File: config.mk
export PLATFORM = sky130hd
export DESIGN_NAME = stopwatch_ctrl
export DESIGN_NICKNAME = d
export VERILOG_FILES = /design/src/rtl/stopwatch_ctrl.sv
export SDC_FILE = /design/constraint.sdc
export NUM_CORES = 1
export LEC_CHECK = 0
export BUFFER_PORTS_ARGS = -buffer_cell sky130_fd_sc_hd__buf_4
export CAP_MARGIN = 0
export CORE_MARGIN = 2
export CORE_UTILIZATION = 63
export CTS_BUF_LIST = sky130_fd_sc_hd__clkbuf_8
export DETAILED_ROUTE_END_ITERATION = 6
export PLACE_DENSITY = 0.92
export SETUP_SLACK_MARGIN = 0.02
export SLEW_MARGIN = 20
export SYNTH_ARGS = -nofsm -noshare
export SYNTH_HDL_FRONTEND = slang
export SYNTH_SLANG_ARGS = --single-unit
File: constraint.sdc
create_clock -name clk -period 5.61 [get_ports clk]
set_input_delay 0.561 -clock clk [delete_from_list [all_inputs] [get_ports clk]]
set_output_delay 0.561 -clock clk [all_outputs]
set_load 0.01 [all_outputs]
File: src/rtl/stopwatch_ctrl.sv
// stopwatch_ctrl: mode FSM, 1 Hz / 2 Hz dividers and MM:SS time registers.
// Optional macro ADJ_BLINK_EN enables the adjust-field blink mask.
module stopwatch_ctrl #(
   parameter int DIV_1HZ = 100000000,
   parameter int DIV_2HZ = 50000000
) (
   input  logic       clk,
   input  logic       rst,
   input  logic       pause,
   input  logic       clr,
   input  logic       adj,
   input  logic       sel,
   output logic [2:0] m10,
   output logic [3:0] m1,
   output logic [2:0] s10,
   output logic [3:0] s1,
   output logic [1:0] mode,
   output logic       led,
   output logic       tick_2hz,
   output logic [1:0] blink_mask
);

   localparam int W1 = (DIV_1HZ > 1) ? $clog2(DIV_1HZ) : 1;
   localparam int W2 = (DIV_2HZ > 1) ? $clog2(DIV_2HZ) : 1;
   localparam logic [W1-1:0] D1_MAX = W1'(DIV_1HZ - 1);
   localparam logic [W2-1:0] D2_MAX = W2'(DIV_2HZ - 1);

   typedef enum logic [1:0] {
      ST_PAUSED = 2'b00,
      ST_RUN    = 2'b01,
      ST_ADJ    = 2'b10
   } state_e;

   state_e        state_q, state_d;
   logic          resume_q, resume_d;
   logic [W1-1:0] div1_q, div1_d;
   logic [W2-1:0] div2_q, div2_d;
   logic [2:0]    m10_q, m10_d;
   logic [3:0]    m1_q, m1_d;
   logic [2:0]    s10_q, s10_d;
   logic [3:0]    s1_q, s1_d;
   logic          led_q, led_d;
   logic          tick2_q, tick2_d;
   logic [1:0]    bmask_q, bmask_d;

   logic tick_1hz;
   logic tick2_int;
   logic adj_entry;

   assign tick_1hz  = (div1_q == D1_MAX);
   assign tick2_int = (div2_q == D2_MAX);
   assign adj_entry = (state_d == ST_ADJ) && (state_q != ST_ADJ);

   // Mode sequencing; adj takes precedence over a same-cycle pause.
   always_comb begin
      state_d  = state_q;
      resume_d = resume_q;
      unique case (state_q)
         ST_PAUSED: begin
            if (adj) begin
               state_d  = ST_ADJ;
               resume_d = 1'b0;
            end else if (pause) begin
               state_d = ST_RUN;
            end
         end
         ST_RUN: begin
            if (adj) begin
               state_d  = ST_ADJ;
               resume_d = 1'b1;
            end else if (pause) begin
               state_d = ST_PAUSED;
            end
         end
         ST_ADJ: begin
            if (!adj) state_d = resume_q ? ST_RUN : ST_PAUSED;
         end
         default: state_d = ST_PAUSED;
      endcase
   end

   // Dividers: div1 free-runs, div2 restarts when adjust begins.
   always_comb begin
      div1_d = tick_1hz ? '0 : div1_q + W1'(1);
      div2_d = tick2_int ? '0 : div2_q + W2'(1);
      if (adj_entry) div2_d = '0;
   end

   // Time update: clear, carry chain in RUN, single-field bump in ADJUST.
   always_comb begin
      m10_d = m10_q;
      m1_d  = m1_q;
      s10_d = s10_q;
      s1_d  = s1_q;
      if (clr) begin
         m10_d = '0;
         m1_d  = '0;
         s10_d = '0;
         s1_d  = '0;
      end else if (state_q == ST_RUN && tick_1hz) begin
         if (s1_q != 4'd9) begin
            s1_d = s1_q + 4'd1;
         end else begin
            s1_d = '0;
            if (s10_q != 3'd5) begin
               s10_d = s10_q + 3'd1;
            end else begin
               s10_d = '0;
               if (m1_q != 4'd9) begin
                  m1_d = m1_q + 4'd1;
               end else begin
                  m1_d  = '0;
                  m10_d = (m10_q == 3'd5) ? 3'd0 : m10_q + 3'd1;
               end
            end
         end
      end else if (state_q == ST_ADJ && tick2_int) begin
         if (sel) begin
            if (s1_q != 4'd9) begin
               s1_d = s1_q + 4'd1;
            end else begin
               s1_d  = '0;
               s10_d = (s10_q == 3'd5) ? 3'd0 : s10_q + 3'd1;
            end
         end else begin
            if (m1_q != 4'd9) begin
               m1_d = m1_q + 4'd1;
            end else begin
               m1_d  = '0;
               m10_d = (m10_q == 3'd5) ? 3'd0 : m10_q + 3'd1;
            end
         end
      end
   end

   // Registered status outputs track the upcoming mode.
   always_comb begin
      led_d   = (state_d == ST_ADJ);
      tick2_d = tick2_int;
   end

`ifdef ADJ_BLINK_EN
   logic phase_q, phase_d;

   // Blink phase flips per 2 Hz tick in adjust; mask blanks the chosen field.
   always_comb begin
      phase_d = phase_q;
      if (adj_entry) begin
         phase_d = 1'b0;
      end else if (state_q == ST_ADJ && tick2_int) begin
         phase_d = ~phase_q;
      end
      bmask_d = 2'b00;
      if (state_d == ST_ADJ && phase_d) bmask_d = sel ? 2'b01 : 2'b10;
   end

   // Blink phase register.
   always_ff @(posedge clk) begin
      if (rst) phase_q <= 1'b0;
      else     phase_q <= phase_d;
   end
`else
   // No blinking: mask is permanently clear.
   always_comb begin
      bmask_d = 2'b00;
   end
`endif

   // State, divider, time and output registers.
   always_ff @(posedge clk) begin
      if (rst) begin
         state_q  <= ST_PAUSED;
         resume_q <= 1'b0;
         div1_q   <= '0;
         div2_q   <= '0;
         m10_q    <= '0;
         m1_q     <= '0;
         s10_q    <= '0;
         s1_q     <= '0;
         led_q    <= 1'b0;
         tick2_q  <= 1'b0;
         bmask_q  <= 2'b00;
      end else begin
         state_q  <= state_d;
         resume_q <= resume_d;
         div1_q   <= div1_d;
         div2_q   <= div2_d;
         m10_q    <= m10_d;
         m1_q     <= m1_d;
         s10_q    <= s10_d;
         s1_q     <= s1_d;
         led_q    <= led_d;
         tick2_q  <= tick2_d;
         bmask_q  <= bmask_d;
      end
   end

   assign m10        = m10_q;
   assign m1         = m1_q;
   assign s10        = s10_q;
   assign s1         = s1_q;
   assign mode       = state_q;
   assign led        = led_q;
   assign tick_2hz   = tick2_q;
   assign blink_mask = bmask_q;

endmodule

# Word-level counts from Yosys, hierarchy flattened
# Cells that the tools add are included.
# totals
inputBits	6
regBits	72
latchBits	0
out_inout_bits	20
wordCells	81
memories	0
romBits	0
ram_bits	0
# op_classes
bitwise	1
shifts	0
mux	34
n_eq_ne	16
n_reduce_logical	14
div	0
n_mul	0
addsub	6
magnitude_cmp	0
# ops
cell	count
2-to-1 mux 3 bit	14
2-to-1 mux 4 bit	10
adder 27 x 1 -> 27 bit (second input constant)	1
equality test 27 bit (second input constant)	1
adder 26 x 1 -> 26 bit (second input constant)	1
equality test 26 bit (second input constant)	1
2-to-1 mux 2 bit	5
inequality test 2 bit (second input constant)	5
adder 4 x 1 -> 4 bit (second input constant)	2
inequality test 4 bit (second input constant)	2
adder 3 x 1 -> 3 bit (second input constant)	2
equality test 3 bit (second input constant)	2
case mux 2 bit (3 select lines)	1
AND reduction 3 bit	2
nonzero test 2 bit	3
equality test 2 bit (second input constant)	2
AND reduction 4 bit	1
OR reduction 2 bit	2
logical AND 1 bit	3
2-to-1 mux 1 bit	3
inequality test 3 bit (second input constant)	1
OR reduction 3 bit	1
equality test 2 x 1 -> 1 bit (second input constant)	1
zero test 2 bit	1
4 further kinds	4

# Logic depth before layout (Yosys ltp)
# depth
word_depth	6
depth_mapped	7
depth_no_buf	6

# Least setup slack after synthesis
# Ideal clock, no wire load.
# synth_timing
path_type	flip-flop to flip-flop
startpoint	register div1_q[19]
endpoint	register s10_q[0] (netlist: s10[0])
slack_ps	3649
setup_time_ps	72
path_stages_with_launch	7
n_path_buf	1
t_required_ps	5538
synth_period_minus_slack_ps	1961
arrival_ps	1890
cell_sequence	dfxtp_1 buf_2 or4bb_1 nor4_4 nand3_4 a2111oi_4 mux2i_1
# synth_between
elab_chain_cells	4
word_cells_on_any_way	6
classes_between	1 x eq/ne; 1 x mux; 4 x reduce/logical
# synth_rtl
element	line	text
start: declaration	36	logic [W1-1:0] div1_q, div1_d;
start signal: assignment	186	div1_q <= div1_d;
equality test 27 bit (*)	50	assign tick_1hz = (div1_q == D1_MAX);
logical AND 1 bit (*)	100	end else if (state_q == ST_RUN && tick_1hz) begin
nonzero test 2 bit (no line)	n/a	
AND reduction 3 bit (no line)	n/a	
end signal: assignment	178	s10_q <= '0;
end signal: assignment	190	s10_q <= s10_d;
end: declaration	40	logic [2:0] s10_q, s10_d;
# Mark *: on every way between the ends. The rest lies on a longest branch, timed or not.
# A chain may end at the register's enable or synchronous reset.

# Worst setup path in the final report
# layout_timing
startpoint	register div2_q[0]
endpoint	register div2_q[13]
# layout_between
elab_chain_cells	2
word_cells_on_any_way	3
classes_between	1 x add/sub; 1 x eq/ne; 1 x reduce/logical
# layout_rtl
element	line	text
start: declaration	37	logic [W2-1:0] div2_q, div2_d;
start signal: assignment	187	div2_q <= div2_d;
parallel branches: the longest is 2 deep, another holds adder 26 x 1 -> 26 bit	n/a	
# Several ways; the timed one is not identified.

==> flow_metrics.py <==
metrics = {
    "run_status": {
        "status": "finished clean",
    },
    "pwr": {
        "ir_worst_vdd_v": 0.000206,
        "leakage_nw": 1.35,
        "power_density_nw_per_um2": 256,
        "finalPower_mw": 1.00,
    },
    "synthesis": {
        "ys_seq_area_share_pct": 41.2,
        "async_reset_ff_share_pct": 0,
        "ys_warn_count": 0,
        "synth_cell_types": 51,
        "synth_most_common_cell": "dfxtp_1",
        "ys_seq_elements": 72,
        "synth_edf_count": 0,
        "synth_area_sq_um": 3490,
        "netlist_top_cells_area": "dfxtp_1 (41%), xnor2_1 (7.5%), nor2_1 (6.6%)",
        "synth_top_flop_cell": "dfxtp_1",
        "syn_inst": 402,
        "synth_top_area_share_pct": 41.2,
        "synthTopCellsByCount": "dfxtp_1 (72), nor2_1 (61), xnor2_1 (30)",
        "synth.largest_area_cell": "dfxtp_1",
        "syn_area_per_cell_sq_um": 8.69,
    },
    "routing": {
        "wirelength_mm": 8.06,
        "drtIter0Drc": 218,
        "ant_nets": 0,
        "via_per_inst": 6.18,
        "post-route-drc-count": 0,
        "wire_per_inst_um": 16.1,
        "drt_pass1_iterations": 5,
        "vias": 3085,
    },
    "floorplanning": {
        "start_util_pct": 64.3,
        "io_pins": 26,
        "fp.dieH_um": 78.5,
        "die_width_um": 78.5,
        "core_area_sq_um": 5440,
        "dieArea_sq_um": 6160,
        "placementRows": 27,
    },
    "worst_hold_path": {
        "hold_depth": 2,
        "hold_path_startpoint": "adj",
        "hold_path.class": "input pin to flip-flop",
        "min_to": "mode[0]$_SDFF_PP0_",
    },
    "sta": {
        "fin_crit_sh_pct": 44.8,
        "min_period_ns": 2.51,
        "rsz0062_at_grt": "false",
        "setup_viol": 0,
        "worst_slew_pin_slew_ns": 1.01,
        "tns_ns": 0,
        "finalHoldViolations": 0,
        "max_slew_margin_pct": 32.3,
        "fin_ws_ns": 3.10,
        "fmax_mhz": 398,
        "whs_ns": 0.405,
        "finClkSkew_ns": 0.0122,
        "slew_violations": 0,
    },
    "placement": {
        "place_worst_setup_slack_ns": 3.27,
        "portBuffers": 23,
        "dp_cells": 483,
        "placed_area_sq_um": 3690,
        "place_hpwl_mm": 5.29,
        "gp_congestion": 0.888,
    },
    "layout": {
        "post-route-cell-area_sq_um": 3910,
        "area_growth_pct": 11.9,
        "drive_gt1_share_pct": 11.2,
        "antenna_cells": 0,
        "final_util_pct": 71.9,
        "stdcell_count": 499,
        "fin_nets": 430,
    },
    "critical_path": {
        "r2r-end": "div2_q[13]$_SDFF_PP0_",
        "cp.required_ns": 5.80,
        "startpoint_type": "flip-flop",
        "critPathKind": "flip-flop to flip-flop",
        "reg2reg_from": "div2_q[0]$_SDFF_PP0_",
        "critPathArrivalTime_ns": 2.71,
        "path_max_fanout": 25,
        "rrSetupSlack_ns": 3.10,
        "cp-end-kind": "flip-flop",
        "reg2reg_depth": 5,
    },
    "cts": {
        "h-tree-depth": 3,
        "cts_buffer_depth": 2,
        "tritoncts": "done",
        "clock-sinks": 72,
        "ctsRootBufferMaster": "clkbuf_8",
        "clk_pin_slew_ns": 0.08,
        "clk_latency_ns": 0.35,
        "postCtsHoldBufs": 0,
        "post_cts_resized": 0,
        "cts_setup_buffers": 0,
        "cts_inserted_buffers": 9,
    },
    "grt": {
        "grt_overflow": 0,
        "grt_max_degree": 28,
        "grt_pass1_vias": 2881,
        "antenna_found_initial": 0,
        "grt_use_total_pct": 27.3,
        "grt_pass1_wl_mm": 13.5,
    },
    "job": {
        "cap_violations": 0,
    },
}
[worst max-delay path: stages (launching register included)]
cell     delay [ns]
dfxtp_1        0.41
ha_1           0.29
nand3_1        0.34
or3_1          0.51
nand2_1        0.67
nor2_1         0.14
[registers in the layout (all words and copies together), names as in the netlist]
name,flops
m10,3
s1,4
m1,4
s10,3
tick_2hz,1
resume_q,1
led,1
div2_q,26
div1_q,27
mode,2
[logic make-up after synthesis]
group | after synthesis | share of synthesized area (%)
simple gates | 220 | 35.2
fa+ha+maj | 2 | 0.716
buf+inv | 25 | 3.12
xor+xnor | 47 | 11.8
other cells | 1 | 0.107
flops | 72 | 41.2
compound gates | 28 | 5.84
mux | 7 | 2.01
[worst max-delay path by stage]
stage | depth (start not counted) | start | slack (ns) | to
after global placement | 5 | div2_q[0]$_SDFF_PP0_ | 3.39 | div2_q[23]$_SDFF_PP0_
after detailed placement | 5 | div2_q[0]$_SDFF_PP0_ | 3.27 | div2_q[12]$_SDFF_PP0_
after global routing | 5 | div2_q[6]$_SDFF_PP0_ | 2.94 | div2_q[24]$_SDFF_PP0_
after floorplan | 6 | div1_q[19]$_SDFF_PP0_ | 3.65 | s10[0]$_SDFFE_PP0P_
final | 5 | div2_q[0]$_SDFF_PP0_ | 3.10 | div2_q[13]$_SDFF_PP0_
after CTS | 5 | div2_q[0]$_SDFF_PP0_ | 3.20 | div2_q[12]$_SDFF_PP0_
[layout by cell type, fill, tap and decap left out, types with 3 or more instances in the layout]
cell	n
a21oi_1	7
and2_1	3
and3_1	15
and4_1	8
buf_4	23
clkbuf_8	9
clkinvlp_4	3
dfxtp_1	72
inv_1	10
mux2i_1	7
nand2_1	29
nand3_1	29
nand4_1	15
nand4b_1	4
nor2_1	61
nor3_1	9
nor4_1	15
nor4b_1	3
nor4bb_1	3
o21ai_0	7
or3_1	7
xnor2_1	30
xor2_1	17
[power breakdown]
| group | internal (mW) | switching [mW] | leakage, nW |
|---|---|---|---|
| Clock | 0.250 | 0.202 | 0.101 |
| Sequential | 0.515 | 0.00462 | 0.581 |
| Combinational | 0.00993 | 0.0193 | 0.666 |
[layout make-up]
cell class	count	area, sq um
clock buffers	9	124
clock inverters	7	96.3
fillers	383	1530
inverters	10	37.5
multi-input cells	306	1950
flip-flops and latches	72	1440
well taps	72	90.1
repair buffers	23	173
[metal layers]
layer  share of wire (%)  global-route usage [%]
met4                 2.3                    10.9
met5                   0                       0
met2                  48                    45.9
met3                 5.2                    5.86
met1                  45                    34.1
Note: power is estimated with default switching activity, not from simulation.
